**src/rtl/layer3_collect.sv**
```systemverilog
// Layer-3 output collector: captures two 32-lane result vectors into a 64-byte frame buffer
// and serves it through a registered read port. Optional sticky error flag: LAYER3_COLLECT_ERR_EN.
module layer3_collect #(
   parameter int unsigned DATA_WIDTH = 8,
   parameter int unsigned LANES      = 32,
   parameter int unsigned ADDR_W     = 6
) (
   input  logic                        clk_i,
   input  logic                        rst_i,
   input  logic                        start_i,
   input  logic                        wr_en_0_i,
   input  logic                        wr_en_1_i,
   input  logic [LANES*DATA_WIDTH-1:0] din_i,
   input  logic                        rd_en_i,
   input  logic [ADDR_W-1:0]           rd_addr_i,
   input  logic                        release_i,
   output logic [DATA_WIDTH-1:0]       rd_data_o,
   output logic                        rd_valid_o,
   output logic                        full_o,
   output logic                        done_o,
   output logic                        err_o
);

   localparam int unsigned Depth = 2 * LANES;
   localparam int unsigned IdxW  = $clog2(Depth);

   typedef enum logic [1:0] {StIdle, StFill, StReady} state_e;

   state_e                state_q;
   logic [DATA_WIDTH-1:0] mem_q [Depth];
   logic [1:0]            vld_q;
   logic [1:0]            vld_base;
   logic [1:0]            vld_d;
   logic                  accept;
   logic                  we0;
   logic                  we1;
   logic                  addr_oob;
   logic [IdxW-1:0]       rd_idx;

   // A start in any state opens a new frame, so writes that share its cycle belong to it.
   always_comb begin
      accept   = start_i | (state_q == StFill);
      we1      = accept & wr_en_1_i;
      we0      = accept & wr_en_0_i & ~wr_en_1_i;
      vld_base = start_i ? 2'b00 : vld_q;
      vld_d    = vld_base | {we1, we0};
      rd_idx   = rd_addr_i[IdxW-1:0];
      addr_oob = (32'(rd_addr_i) >= Depth);
   end

   always_ff @(posedge clk_i or posedge rst_i) begin
      if (rst_i) begin
         state_q    <= StIdle;
         vld_q      <= 2'b00;
         rd_data_o  <= '0;
         rd_valid_o <= 1'b0;
         full_o     <= 1'b0;
         done_o     <= 1'b0;
         for (int unsigned i = 0; i < Depth; i++) begin
            mem_q[i] <= '0;
         end
      end else begin
         done_o <= 1'b0;

         for (int unsigned k = 0; k < LANES; k++) begin
            if (we0) mem_q[k]         <= din_i[k*DATA_WIDTH +: DATA_WIDTH];
            if (we1) mem_q[LANES + k] <= din_i[k*DATA_WIDTH +: DATA_WIDTH];
         end

         // Reads outside READY leave the data register untouched.
         if (rd_en_i && (state_q == StReady)) begin
            rd_valid_o <= 1'b1;
            rd_data_o  <= addr_oob ? '0 : mem_q[rd_idx];
         end else begin
            rd_valid_o <= 1'b0;
         end

         if (accept) begin
            vld_q <= vld_d;
            if (vld_d == 2'b11) begin
               state_q <= StReady;
               full_o  <= 1'b1;
            end else begin
               state_q <= StFill;
               full_o  <= 1'b0;
            end
         end else if ((state_q == StReady) && release_i) begin
            state_q <= StIdle;
            vld_q   <= 2'b00;
            full_o  <= 1'b0;
            done_o  <= 1'b1;
         end
      end
   end

`ifdef LAYER3_COLLECT_ERR_EN
   logic err_q;
   logic err_now;

   // Dual strobe or a write into a bank already captured in this frame.
   always_comb begin
      err_now = accept & ((wr_en_0_i & wr_en_1_i) | (we0 & vld_base[0]) | (we1 & vld_base[1]));
   end

   always_ff @(posedge clk_i or posedge rst_i) begin
      if (rst_i) begin
         err_q <= 1'b0;
      end else if (start_i) begin
         err_q <= err_now;
      end else begin
         err_q <= err_q | err_now;
      end
   end

   assign err_o = err_q;
`else
   assign err_o = 1'b0;
`endif

endmodule

```
**config.mk**
```make
export PLATFORM = sky130hd
export DESIGN_NAME = layer3_collect
export DESIGN_NICKNAME = d
export VERILOG_FILES = /design/src/rtl/layer3_collect.sv
export SDC_FILE = /design/constraint.sdc
export NUM_CORES = 1
export LEC_CHECK = 0
export CAP_MARGIN = 15
export CORE_ASPECT_RATIO = 0.9
export CORE_UTILIZATION = 33
export DETAILED_ROUTE_END_ITERATION = 6
export SLEW_MARGIN = 10
export SYNTH_ARGS = -nofsm -noshare
export SYNTH_HDL_FRONTEND = slang
export SYNTH_SLANG_ARGS = --single-unit
```
**constraint.sdc**
```tcl
create_clock -name clk_i -period 37.1 [get_ports clk_i]
set_input_delay 11.13 -clock clk_i [delete_from_list [all_inputs] [get_ports clk_i]]
set_output_delay 11.13 -clock clk_i [all_outputs]
set_load 0.01 [all_outputs]
```
# After elaboration in Yosys (flattened, before gate mapping)
# Cells that the tools add are included.
# totals
regBits	527
latchBits	0
ramBits	0
mem_bits_ro	0
input_bits	269
mem_count	0
# classes
add_sub_neg	0
multipliers	0
n_div	0
magnitude_cmp	1
n_eq_ne	3
shifts	0
muxes	14
bitwise_logic	7
reduce_logical	3
# op_table
operator	n
$bmux 8 s6	1
$mux 8	2
$mux 2	5
$ge 7x7->1 const B	1
$not 6->7	1
$mux 1	6
$eq 2x2->1 const B	2
$and 1x1->1	3
$eq 2x1->1 const B	1
$logic_and 1x1->1	2
$or 2x2->2	1
$reduce_bool 2->1	1
$not 1->1	1
$or 1x1->1	1

# Logic depth before layout (Yosys ltp)
# Gate-level depths: netlist (run 1).
# logic_depth
depth_word	8
mapped_depth	10
ltp_nobuf	6

# Worst setup path before layout (run 1)
# OpenSTA, ideal clock, no wires.
# synth_path
kind	input -> register
from	in rd_addr_i[4]
to	reg rd_data_o[2]
setup_time_ps	127
t_arrival_ps	12803
slack_ps	24170
stages	8
n_path_buf	2
cell_sequence	clkbuf_1 clkbuf_1 mux4_2 mux4_2 o22ai_1 a21oi_1 a21oi_1 o21ai_1
# synth_between
elab_chain_cells	4
# synth_lines
item	line_no	text
start, declared	15	input logic [ADDR_W-1:0] rd_addr_i,
$not 6->7 (not written as such)	73	rd_data_o <= addr_oob ? '0 : mem_q[rd_idx];
$bmux 8 s6	73	
$mux 8 (not written as such) (2 in series)	73	
end signal, assigned	73	
end, declared	17	output logic [DATA_WIDTH-1:0] rd_data_o,
# No other way between the ends. The select of a mux whose other input is x is not followed.
# A chain may end at the register's enable or synchronous reset.

==> results of run 1 <==
==> worst register-to-register path, cell delays in order, from the launching register on <==
cell and delay, ns:
sky130_fd_sc_hd__dfrtp_1 0.40, sky130_fd_sc_hd__nor2b_1 0.20, sky130_fd_sc_hd__o21ai_4 0.72, sky130_fd_sc_hd__buf_4 0.77, sky130_fd_sc_hd__buf_4 0.91, sky130_fd_sc_hd__mux2_2 0.47
==> state kept, by name, summed over array words and instances, names as in the netlist <==
| signal | flops |
|---|---|
| done_o | 1 |
| mem_q | 512 |
| state_q | 1 |
| rd_data_o | 8 |
| rd_valid_o | 1 |
| full_o | 1 |
| vld_q | 2 |
==> report_power, final <==
part | total [uW] | switching [uW] | internal [uW]
Combinational | 364 | 148 | 215
Clock | 582 | 234 | 347
Sequential | 782 | 68.0 | 714
Total | 1730 | 451 | 1280
==> cell families (layout without fill, tap and decap cells) <==
kind of cell	Yosys count	after routing	share of synthesized area (%)
compound gates	109	109	3.08
flops	526	526	55.6
mux	728	728	37.6
other cells	1	3	0.0159
buf+inv	117	403	2.26
simple gates	71	71	1.42
==> per-stage QoR <==
step	area, um2	cells	utilization [%]
after CTS	29200	2778	41.5
after floorplan	23700	1552	-
after detailed placement	27300	2673	38.7
after global routing	29200	2779	41.5
after global placement	27300	2673	38.7
final	29200	2780	41.5
==> cell usage in the layout (no fill, tap or decap), types with 11 or more instances in the layout <==
master	synthesis	layout
sky130_fd_sc_hd__nand2_1	24	24
sky130_fd_sc_hd__mux4_1	14	14
sky130_fd_sc_hd__nand3_1	32	32
sky130_fd_sc_hd__mux2_2	520	520
sky130_fd_sc_hd__buf_4	5	17
sky130_fd_sc_hd__clkbuf_8	0	11
sky130_fd_sc_hd__dfrtp_1	526	526
sky130_fd_sc_hd__mux4_2	58	58
sky130_fd_sc_hd__clkbuf_16	0	57
sky130_fd_sc_hd__mux2i_1	136	136
sky130_fd_sc_hd__clkdlybuf4s50_1	0	276
sky130_fd_sc_hd__a22oi_1	56	56
sky130_fd_sc_hd__a21oi_1	25	25
sky130_fd_sc_hd__clkbuf_1	79	18
==> final cells by class <==
type | count | area (um2) | share of cell area [%]
inverter | 2 | 15.0 | 0.0514
tap | 940 | 1180 | 4.02
clock inverter | 19 | 278 | 0.950
multi-input combinational | 909 | 10000 | 34.2
timing repair buffer | 296 | 2950 | 10.1
antenna | 2 | 5.00 | 0.0171
sequential | 526 | 13200 | 45.0
clock buffer | 86 | 1650 | 5.63
==> layer usage <==
metal  track usage, %  vias up  share of wire (%)
met5                0        -              0.073
met4             3.63        6                1.7
met3             3.02       80                4.4
met2             28.7      316                 48
met1             24.2     7509                 46
li1                 -     6279                  -
==> how the worst max path moves through the flow <==
stage          start    endpoint  slack [ns]  cells after the start
6_report       rst_i  mem_q[443]       22.75                      5
5_1_grt        rst_i  mem_q[313]       22.12                      5
4_1_cts        rst_i  mem_q[315]       22.58                      5
3_5_place_dp   rst_i  mem_q[308]       21.94                      5
3_3_place_gp   rst_i  mem_q[308]       22.06                      5
2_1_floorplan  rst_i      done_o       11.27                      1
==> impl_results.md, run 1 <==
- Number of vias in the routed layout: 14200
- Final hold viol count: 0
- #FFs+latches synth: 526
- Vias in the first global route: 15400
- Highest cell delay on the worst timing path: 0.85 ns
- Count of unresolved DRC violations after routing: 0
- Final HPWL DP: 43800 um
- Worst setup SP type: input pin
- Critical R2R Capture: mem_q[149]
- Number of nets produced by synthesis: 1821
- Number of top-level pins: 281
- Most used standard cell by instance count after synthesis: sky130_fd_sc_hd__dfrtp_1
- Slew @ Worst Pin: 1.16 ns
- Number of cells produced by synthesis: 1552
- Critical path's most frequent cell: sky130_fd_sc_hd__buf_4
- First-pass GRT wire length: 97700 um
- Net total in the final layout: 2061
- Clk slew on worst S/H paths: 0.06 ns
- Number of distinct library cells after synthesis: 29
- Part of the Yosys area used for sequential elements: 55.6%
- Yosys top cell by area: sky130_fd_sc_hd__dfrtp_1
- Area contributors post-synth: sky130_fd_sc_hd__dfrtp_1, sky130_fd_sc_hd__mux2_2, sky130_fd_sc_hd__mux2i_1
- Top Family by Delay on Critical Path: buffers and inverters
- Postcts setup bufs: 0
- FFs w/ async S/R, synth: 100%
- Proportion of netlist area held by the largest area contributor: 55.6%
- Maximum vdd drop: 0.0341 mV
- Vias per Instance: 5.10
- Floorplan die area: 72800 um2
- Number of flops mapped to enable cells by yosys: 0
- CP Buf/Inv Count: 5
- Kind of path behind the tightest hold check: flip-flop to flip-flop
- Layout cells sized above 1: 37.7%
- Final Slew Violations: 0
- Final count of negative-setup-slack endpoints: 0
- H-Tree Level Count: 2
- Element type at the critical path end: asynchronous set/reset pin
- Cell chain of the critical path: clkdlybuf4s50_1 > inv_8 > buf_12 > buf_4 > buf_4
- Reg-to-Reg Start: state_q[0]
- Clock tree from TritonCTS: done
- Max Freq: 0.0697 GHz
- Iteration-0 DRC Markers: 787
- Area of the mapped netlist: 23700 um2
- Sink count of the clock tree: 526
- Mean instance size in the synthesized netlist: 15.2 um2
- Final setup margin: 22.75 ns
- Number of CTS-inserted buffers: 57
- Area delta synth->final: 23.5%
- Count of yosys warnings during synthesis: 0
- Gp weighted congestion: 0.775
- Filler cell count: 6468
- Per-cell routed wire length: 22.7 um
- Reg2reg setup slack: 33.51 ns
- PD cells: 59.1 nW/um2
- Number of buffers inserted for hold repair after clock tree synthesis: 0
- Height of the chip: 256 um
- Dominant register cell in the synthesized netlist: sky130_fd_sc_hd__dfrtp_1
- Relative slew slack: 22.8%
- Clock Skew: 0.0170 ns
- Status: completed
- Setup repair after global routing missed its margin: false
- Leakage: 0.0120 uW
- Number of max-cap violations: 0
- Final Hold Slack: 0.488 ns
- Worst setup timing slack at the placement stage: 21.94 ns
- Maximum fanout encountered on the critical timing path: 189
- Count of input and output buffers: 279
- Critical path's slowest cell: sky130_fd_sc_hd__buf_4
- Die W: 284 um
- Gr usage total: 17.5%
- Type of the worst setup path: input pin to asynchronous set/reset pin
- Period utilization: 38.7%
- Endpoint arrival time on the critical path: 14.97 ns
- Resized cells post-CTS: 0
- Worst path required time: 37.72 ns
- Clock root buffer: sky130_fd_sc_hd__clkbuf_16
- Synth top cells by count: sky130_fd_sc_hd__dfrtp_1, sky130_fd_sc_hd__mux2_2, sky130_fd_sc_hd__mux2i_1, sky130_fd_sc_hd__clkbuf_1, sky130_fd_sc_hd__mux4_2
- Initial antenna violation count: 4
- Number of detailed-routing iterations run before antenna repair: 4
- Hold-critical path depth: 2
- Clock latency reported for the late side of the worst-skew pair: 0.61 ns
- Core region area: 70400 um2
- GR Overflow Total: 0
- Shortest clock period the worst path allows after layout: 14.35 ns
- Final total negative setup slack: 0 ns
- Starting density of the core: 33.6%
- Cell count of the worst reg-to-reg path: 5
- Hold path startpoint: rd_data_o[2]
- Maximum count of clock buffers along a single path: 3
- Count of antenna-violating nets left after detailed routing: 0
- Row count: 92
- Overall power consumption: 1730 uW
- Final routed wirelength across all metal layers: 63100 um
- Hold EP: rd_data_o[2]
- Largest net degree at the start of global routing: 190
Note: power is estimated with default switching activity, not from simulation.
==> run 2, diff against run 1 <==
==> constraint.sdc (replaced) <==
create_clock -name clk_i -period 13.1 [get_ports clk_i]
set_input_delay 3.93 -clock clk_i [delete_from_list [all_inputs] [get_ports clk_i]]
set_output_delay 3.93 -clock clk_i [all_outputs]
set_load 0.01 [all_outputs]
==> impl_results.md, run 2 (same netlist as run 1, synthesis figures left out) <==
- Number of max-cap violations: 0 (unchanged)
- Count of antenna-violating nets left after detailed routing: 0 (unchanged)
- Worst path required time: 13.64 ns (-24.08 ns)
- Shortest clock period the worst path allows after layout: 6.82 ns
- Type of the worst setup path: input pin to flip-flop
- Net total in the final layout: 2063 (+0.097%)
- Maximum fanout encountered on the critical timing path: 16 (-92%)
- Register with the most flip-flops: mem_q
- Vias in the first global route: 15500 (+0.40%)
- Critical path's most frequent cell: sky130_fd_sc_hd__a21oi_1
- Switching power total: 1320 uW (+190%)
- Number of buffers inserted for hold repair after clock tree synthesis: 0 (unchanged)
- Layout cells sized above 1: 38.4% (+0.71 points)
- Final setup margin: 6.28 ns (-16.47 ns)
- Resized cells post-CTS: 0 (unchanged)
- Switching portion of total power: 26.8% (+0.74 points)
- Setup crit end: rd_data_o[4]
- Clock tree from TritonCTS: done
- Critical path's slowest cell: sky130_fd_sc_hd__clkdlybuf4s50_1
- Routing layer with the top usage in global route: met2
- Filler cell count: 6489 (+0.32%)
- Relative slew slack: 23.6% (+0.75 points)
- Die W: 284 um (unchanged)
- Cell chain of the critical path: clkdlybuf4s50_1 > nand2_1 > a21oi_1 > nand3_1 > a41oi_1 > a21oi_1 > o21ai_1
- PD cells: 168 nW/um2 (+180%)
- Leakage: 0.0121 uW (+0.26%)
- Clock root buffer: sky130_fd_sc_hd__clkbuf_16
- H-Tree Level Count: 2 (unchanged)
- Clk network pwr share: 33.6% (about the same)
- Kind of path behind the tightest hold check: flip-flop to flip-flop
- Highest cell delay on the worst timing path: 1.01 ns (+0.16 ns)
- Slew @ Worst Pin: 1.15 ns (-0.0112 ns)
- Sequential share of power: 45.3% (about the same)
- Element type at the critical path end: flip-flop
- Postcts setup bufs: 0 (unchanged)
- Sink count of the clock tree: 526 (unchanged)
- Endpoint arrival time on the critical path: 7.35 ns (-7.62 ns)
- Leading registers by flop count: mem_q x512, rd_data_o x8, vld_q x2
- Count of unresolved DRC violations after routing: 0 (unchanged)
- Clock Skew: 0.0238 ns (+0.00678 ns)
- Gp weighted congestion: 0.793 (+2.4%)
- Period utilization: 52.0%
- Most common library cell in the layout ignoring fill and taps: sky130_fd_sc_hd__dfrtp_1
- Number of detailed-routing iterations run before antenna repair: 4 (unchanged)
- Largest net degree at the start of global routing: 183 (-3.7%)
- Status: completed
- Count of input and output buffers: 279 (unchanged)
- Reg-to-Reg Start: state_q[0]
- Clk slew on worst S/H paths: 0.07 ns (about the same)
- Height of the chip: 256 um (unchanged)
- Final hold viol count: 0 (unchanged)
- Final total negative setup slack: 0 ns (unchanged)
- Number of top-level pins: 281 (unchanged)
- Area delta synth->final: 23.8%
- Cell count of the worst reg-to-reg path: 5 (unchanged)
- Per-cell routed wire length: 23.4 um (+2.9%)
- Reg2reg setup slack: 9.82 ns (-23.69 ns)
- GR met1 Demand/Resource: 23.2% (-1.0 points)
- Critical path launch point: rd_addr_i[5]
- Vias per Instance: 5.06 (-0.83%)
- Number of CTS-inserted buffers: 58 (+1.8%)
- Row count: 92 (unchanged)
- Maximum count of clock buffers along a single path: 3 (unchanged)
- Max Freq: 0.147 GHz
- Final routed wirelength across all metal layers: 65100 um (+3.2%)
- Initial antenna violation count: 19 (+15)
- Starting density of the core: 33.6% (unchanged)
- Core region area: 70400 um2 (unchanged)
- M2 GR Usage: 30.0% (+1.3 points)
- Clock latency reported for the late side of the worst-skew pair: 0.62 ns (about the same)
- Met3 track utilization from global routing: 4.96% (+1.9 points)
- Setup repair after global routing missed its margin: false
- Critical R2R Capture: mem_q[357]
- Gate power share: 21.1% (about the same)
- GR Overflow Total: 0 (unchanged)
- Maximum vdd drop: 0.105 mV (+210%)
- Worst setup SP type: input pin
- First-pass GRT wire length: 99500 um (+1.9%)
- Iteration-0 DRC Markers: 740 (-6.0%)
- Floorplan die area: 72800 um2 (unchanged)
- Final Slew Violations: 0 (unchanged)
- Number of vias in the routed layout: 14100 (-0.54%)
- Gr usage total: 18.1% (+0.58 points)
- Final HPWL DP: 45500 um (+4.0%)
- Worst setup timing slack at the placement stage: 5.71 ns (-16.23 ns)
- Internal power contribution: 3590 uW (+180%)
- Max reg flops: 512 (unchanged)
- Final count of negative-setup-slack endpoints: 0 (unchanged)
- Most frequent cells in the layout: sky130_fd_sc_hd__dfrtp_1, sky130_fd_sc_hd__mux2_2, sky130_fd_sc_hd__clkdlybuf4s50_1, sky130_fd_sc_hd__mux2i_1
[run 2: worst min path at each step]
stage | from | to | slack (ns) | cells past startpoint
3_3_place_gp | vld_q[1] | vld_q[1] | 0.47 | 2
4_1_cts | vld_q[1] | vld_q[1] | 0.49 | 2
5_1_grt | mem_q[504] | mem_q[504] | 0.51 | 1
3_5_place_dp | vld_q[1] | vld_q[1] | 0.48 | 2
2_1_floorplan | vld_q[1] | vld_q[1] | 0.44 | 2
6_report | mem_q[402] | mem_q[402] | 0.50 | 1
[run 2: per-stage QoR]
stage | hold WS [ns] | cells | utilization, % | total power (uW) | cell area, um2
CTS | 0.490 | 2782 | 41.5 | 4980 | 29300
finish | 0.498 | 2788 | 41.6 | 4910 | 29300
floorplan | 0.442 | 1552 | - | 2920 | 23700
detailed placement | 0.476 | 2673 | 38.8 | 3310 | 27300
global route | 0.512 | 2783 | 41.6 | 5160 | 29300
global placement | 0.468 | 2673 | 38.8 | 3270 | 27300
[run 2: metal layers]
metal	vias up	part of all wire (%)
li1	6299	-
met1	7346	42
met2	330	48
met3	110	7.0
met4	28	2.4
met5	-	0.26
[run 2: area by class of cell]
class,count,area [um2],area share (%)
Tap cell,940,1180,4.02
Inverter,2,11.3,0.0384
Antenna cell,5,12.5,0.0427
Clock inverter,29,263,0.897
Sequential cell,526,13200,44.9
Timing Repair Buffer,297,2990,10.2
Clock buffer,80,1680,5.75
Multi-Input combinational cell,909,10000,34.1
[run 2: power groups by stage]
| stage | Sequential (uW) | Clock [uW] | Combinational [uW] |
|---|---|---|---|
| after floorplan | 2180 | 0 | 736 |
| after global placement | 2240 | 0 | 1030 |
| after detailed placement | 2260 | 0 | 1050 |
| after CTS | 2230 | 1690 | 1060 |
| after global routing | 2280 | 1760 | 1120 |
| final | 2230 | 1650 | 1040 |
[run 2: critical path, delay by kind of cell]
kind	cells	cell delay, ns
AOI/OAI and AO/OA	4	1.43
buffers and inverters	1	1.01
and+or+nand+nor	2	0.94
==> run 3, diff against run 2 <==
==> constraint.sdc (replaced) <==
create_clock -name clk_i -period 7 [get_ports clk_i]
set_input_delay 2.1 -clock clk_i [delete_from_list [all_inputs] [get_ports clk_i]]
set_output_delay 2.1 -clock clk_i [all_outputs]
set_load 0.01 [all_outputs]
==> impl_results.md, run 3 (same netlist as run 1, synthesis figures left out) <==
- H-Tree Level Count: 2 (unchanged)
- Maximum fanout encountered on the critical timing path: 47 (+31)
- Register with the most flip-flops: mem_q
- Relative slew slack: 22.5% (-1.0 points)
- Final hold viol count: 0 (unchanged)
- Area of all placed cells without fillers: 29400 um2 (+0.22%)
- Count of input and output buffers: 279 (unchanged)
- Sink count of the clock tree: 526 (unchanged)
- Height of the chip: 256 um (unchanged)
- Number of top-level pins: 281 (unchanged)
- Clock latency reported for the late side of the worst-skew pair: 0.61 ns (about the same)
- Maximum count of clock buffers along a single path: 3 (unchanged)
- Number of max-cap violations: 0 (unchanged)
- Most frequent cells in the layout: sky130_fd_sc_hd__dfrtp_1, sky130_fd_sc_hd__mux2_2, sky130_fd_sc_hd__clkdlybuf4s50_1, sky130_fd_sc_hd__mux2i_1, sky130_fd_sc_hd__mux4_2
- Worst setup timing slack at the placement stage: 1.67 ns (-4.04 ns)
- Largest net degree at the start of global routing: 182 (-0.55%)
- Count of unresolved DRC violations after routing: 0 (unchanged)
- Floorplan die area: 72800 um2 (unchanged)
- Final HPWL DP: 47500 um (+4.4%)
- Vias in the first global route: 15400 (-0.85%)
- Postcts setup bufs: 0 (unchanged)
- Vias per Instance: 5.19 (+2.5%)
- Number of buffers inserted for hold repair after clock tree synthesis: 0 (unchanged)
- Hold path startpoint: vld_q[0]
- Period utilization: 66.4%
- Final routed wirelength across all metal layers: 67200 um (+3.1%)
- Core region area: 70400 um2 (unchanged)
- Max reg flops: 512 (unchanged)
- Shortest clock period the worst path allows after layout: 4.65 ns
- Kind of path behind the tightest hold check: flip-flop to flip-flop
- Overall power consumption: 9350 uW (+91%)
- Number of CTS-inserted buffers: 57 (-1.7%)
- Gr usage total: 18.4% (+0.33 points)
- Critical path launch point: rd_addr_i[0]
- Endpoint arrival time on the critical path: 5.12 ns (-2.23 ns)
- Filler cell count: 6459 (-0.46%)
- End-of-flow core utilization: 41.7% (+0.092 points)
- Gp weighted congestion: 0.895 (+13%)
- Die W: 284 um (unchanged)
- Cell chain of the critical path: buf_4 > buf_4 > and2_1 > a22oi_1 > nand3_1 > a41oi_1 > a21oi_1 > o21ai_1
- Sequential cell area: 13200 um2 (unchanged)
- PD cells: 319 nW/um2 (+90%)
- Clock root buffer: sky130_fd_sc_hd__clkbuf_16
- Critical path's slowest cell: sky130_fd_sc_hd__and2_1
- CP Buf/Inv Count: 2 (+1)
- Top Family by Delay on Critical Path: buffers and inverters
- Worst path required time: 7.47 ns (-6.17 ns)
- Clk slew on worst S/H paths: 0.06 ns (about the same)
- Slew @ Worst Pin: 1.16 ns (+0.0152 ns)
- First-pass GRT wire length: 101000 um (+1.3%)
- Count of antenna-violating nets left after detailed routing: 0 (unchanged)
- Critical R2R Capture: rd_data_o[4]
- Row count: 92 (unchanged)
- Per-cell routed wire length: 24.2 um (+3.4%)
- Reg-to-Reg Start: mem_q[316]
- Starting density of the core: 33.6% (unchanged)
- Placed cell area: 27400 um2 (+0.25%)
- Setup repair after global routing missed its margin: false
- Final setup margin: 2.35 ns (-3.93 ns)
- Setup crit end: rd_data_o[4]
- Type of the worst setup path: input pin to flip-flop
- Layout cells sized above 1: 38.0% (-0.44 points)
- Resized cells post-CTS: 0 (unchanged)
- Leading registers by flop count: mem_q x512, rd_data_o x8, vld_q x2
- Final count of negative-setup-slack endpoints: 0 (unchanged)
- Element type at the critical path end: flip-flop
- Highest cell delay on the worst timing path: 0.95 ns (-0.06 ns)
- Net total in the final layout: 2062 (-0.048%)
- Leakage: 0.0121 uW (+0.21%)
- Maximum vdd drop: 0.194 mV (+86%)
- Worst setup SP type: input pin
- Number of detailed-routing iterations run before antenna repair: 5 (+1)
- Area delta synth->final: 24.1%
- GR Overflow Total: 0 (unchanged)
- Number of vias in the routed layout: 14400 (+2.2%)
- Clock Skew: 0.0266 ns (+0.00284 ns)
- Cell count of the worst reg-to-reg path: 6 (+1)
- Iteration-0 DRC Markers: 1067 (+44%)
- Status: completed
- Most common library cell in the layout ignoring fill and taps: sky130_fd_sc_hd__dfrtp_1
- Final Slew Violations: 0 (unchanged)
- Total stage count of the critical path: 8 (+1)
- Multi-input combinational cell area: 10000 um2 (unchanged)
- Reg2reg setup slack: 4.75 ns (-5.07 ns)
- Initial antenna violation count: 6 (-13)
- Clock tree from TritonCTS: done
- Critical path's most frequent cell: sky130_fd_sc_hd__buf_4
- Max Freq: 0.215 GHz
[run 3: cell types whose count changed in the layout (fill, tap and decap cells not counted), moves of 2 or more]
cell	change
sky130_fd_sc_hd__clkbuf_8	-2
sky130_fd_sc_hd__clkbuf_1	+5
sky130_fd_sc_hd__bufinv_16	+4
sky130_fd_sc_hd__diode_2	-4
sky130_fd_sc_hd__inv_6	-2
sky130_fd_sc_hd__buf_12	+6
sky130_fd_sc_hd__buf_8	+2
sky130_fd_sc_hd__clkinv_2	-5
sky130_fd_sc_hd__buf_4	-7
sky130_fd_sc_hd__clkinvlp_4	-3
[run 3: through the flow]
step / hold WS (ns) / setup TNS, ns / std cells
finish: 0.480 / 0 / 2779
global route: 0.501 / 0 / 2778
CTS: 0.485 / 0 / 2776
detailed placement: 0.470 / 0 / 2672
global placement: 0.466 / 0 / 2672
floorplan: 0.442 / -1182.53 / 1552
[run 3: where the power goes]
| part | switching (uW) | internal [uW] | leakage, uW |
|---|---|---|---|
| Clock | 1240 | 1890 | 0.000962 |
| Combinational | 897 | 1150 | 0.00498 |
| Sequential | 391 | 3780 | 0.00616 |
[run 3: cell type report]
cell class                      count  share of cell area (%)
Clock buffer                       82                    5.62
Clock inverter                     22                    1.03
Multi-Input combinational cell    909                    34.1
Tap cell                          940                    4.01
Inverter                            2                  0.0384
Sequential cell                   526                    44.8
Timing Repair Buffer              297                    10.4
Antenna cell                        1                 0.00852
[run 3: worst min path at each step]
stage | to | slack [ns] | cells after the start
after floorplan | vld_q[1] | 0.44 | 2
after global placement | vld_q[1] | 0.47 | 2
after detailed placement | vld_q[0] | 0.47 | 2
after CTS | vld_q[0] | 0.49 | 2
after global routing | mem_q[183] | 0.50 | 1
final | vld_q[0] | 0.48 | 2
[run 3: tightest hold or removal path: stages, from the launching register on]
cell and delay [ns]:
sky130_fd_sc_hd__dfrtp_1 0.34, sky130_fd_sc_hd__nand2_1 0.05, sky130_fd_sc_hd__nand2_1 0.05
[run 3: layer usage]
layer / vias to the layer above / part of all wire, % / track usage [%]
met5: - / 0.12 / 0
met4: 10 / 2.4 / 4.64
met3: 97 / 5.4 / 3.67
met2: 421 / 48 / 30.1
met1: 7615 / 44 / 24.9
li1: 6275 / - / -
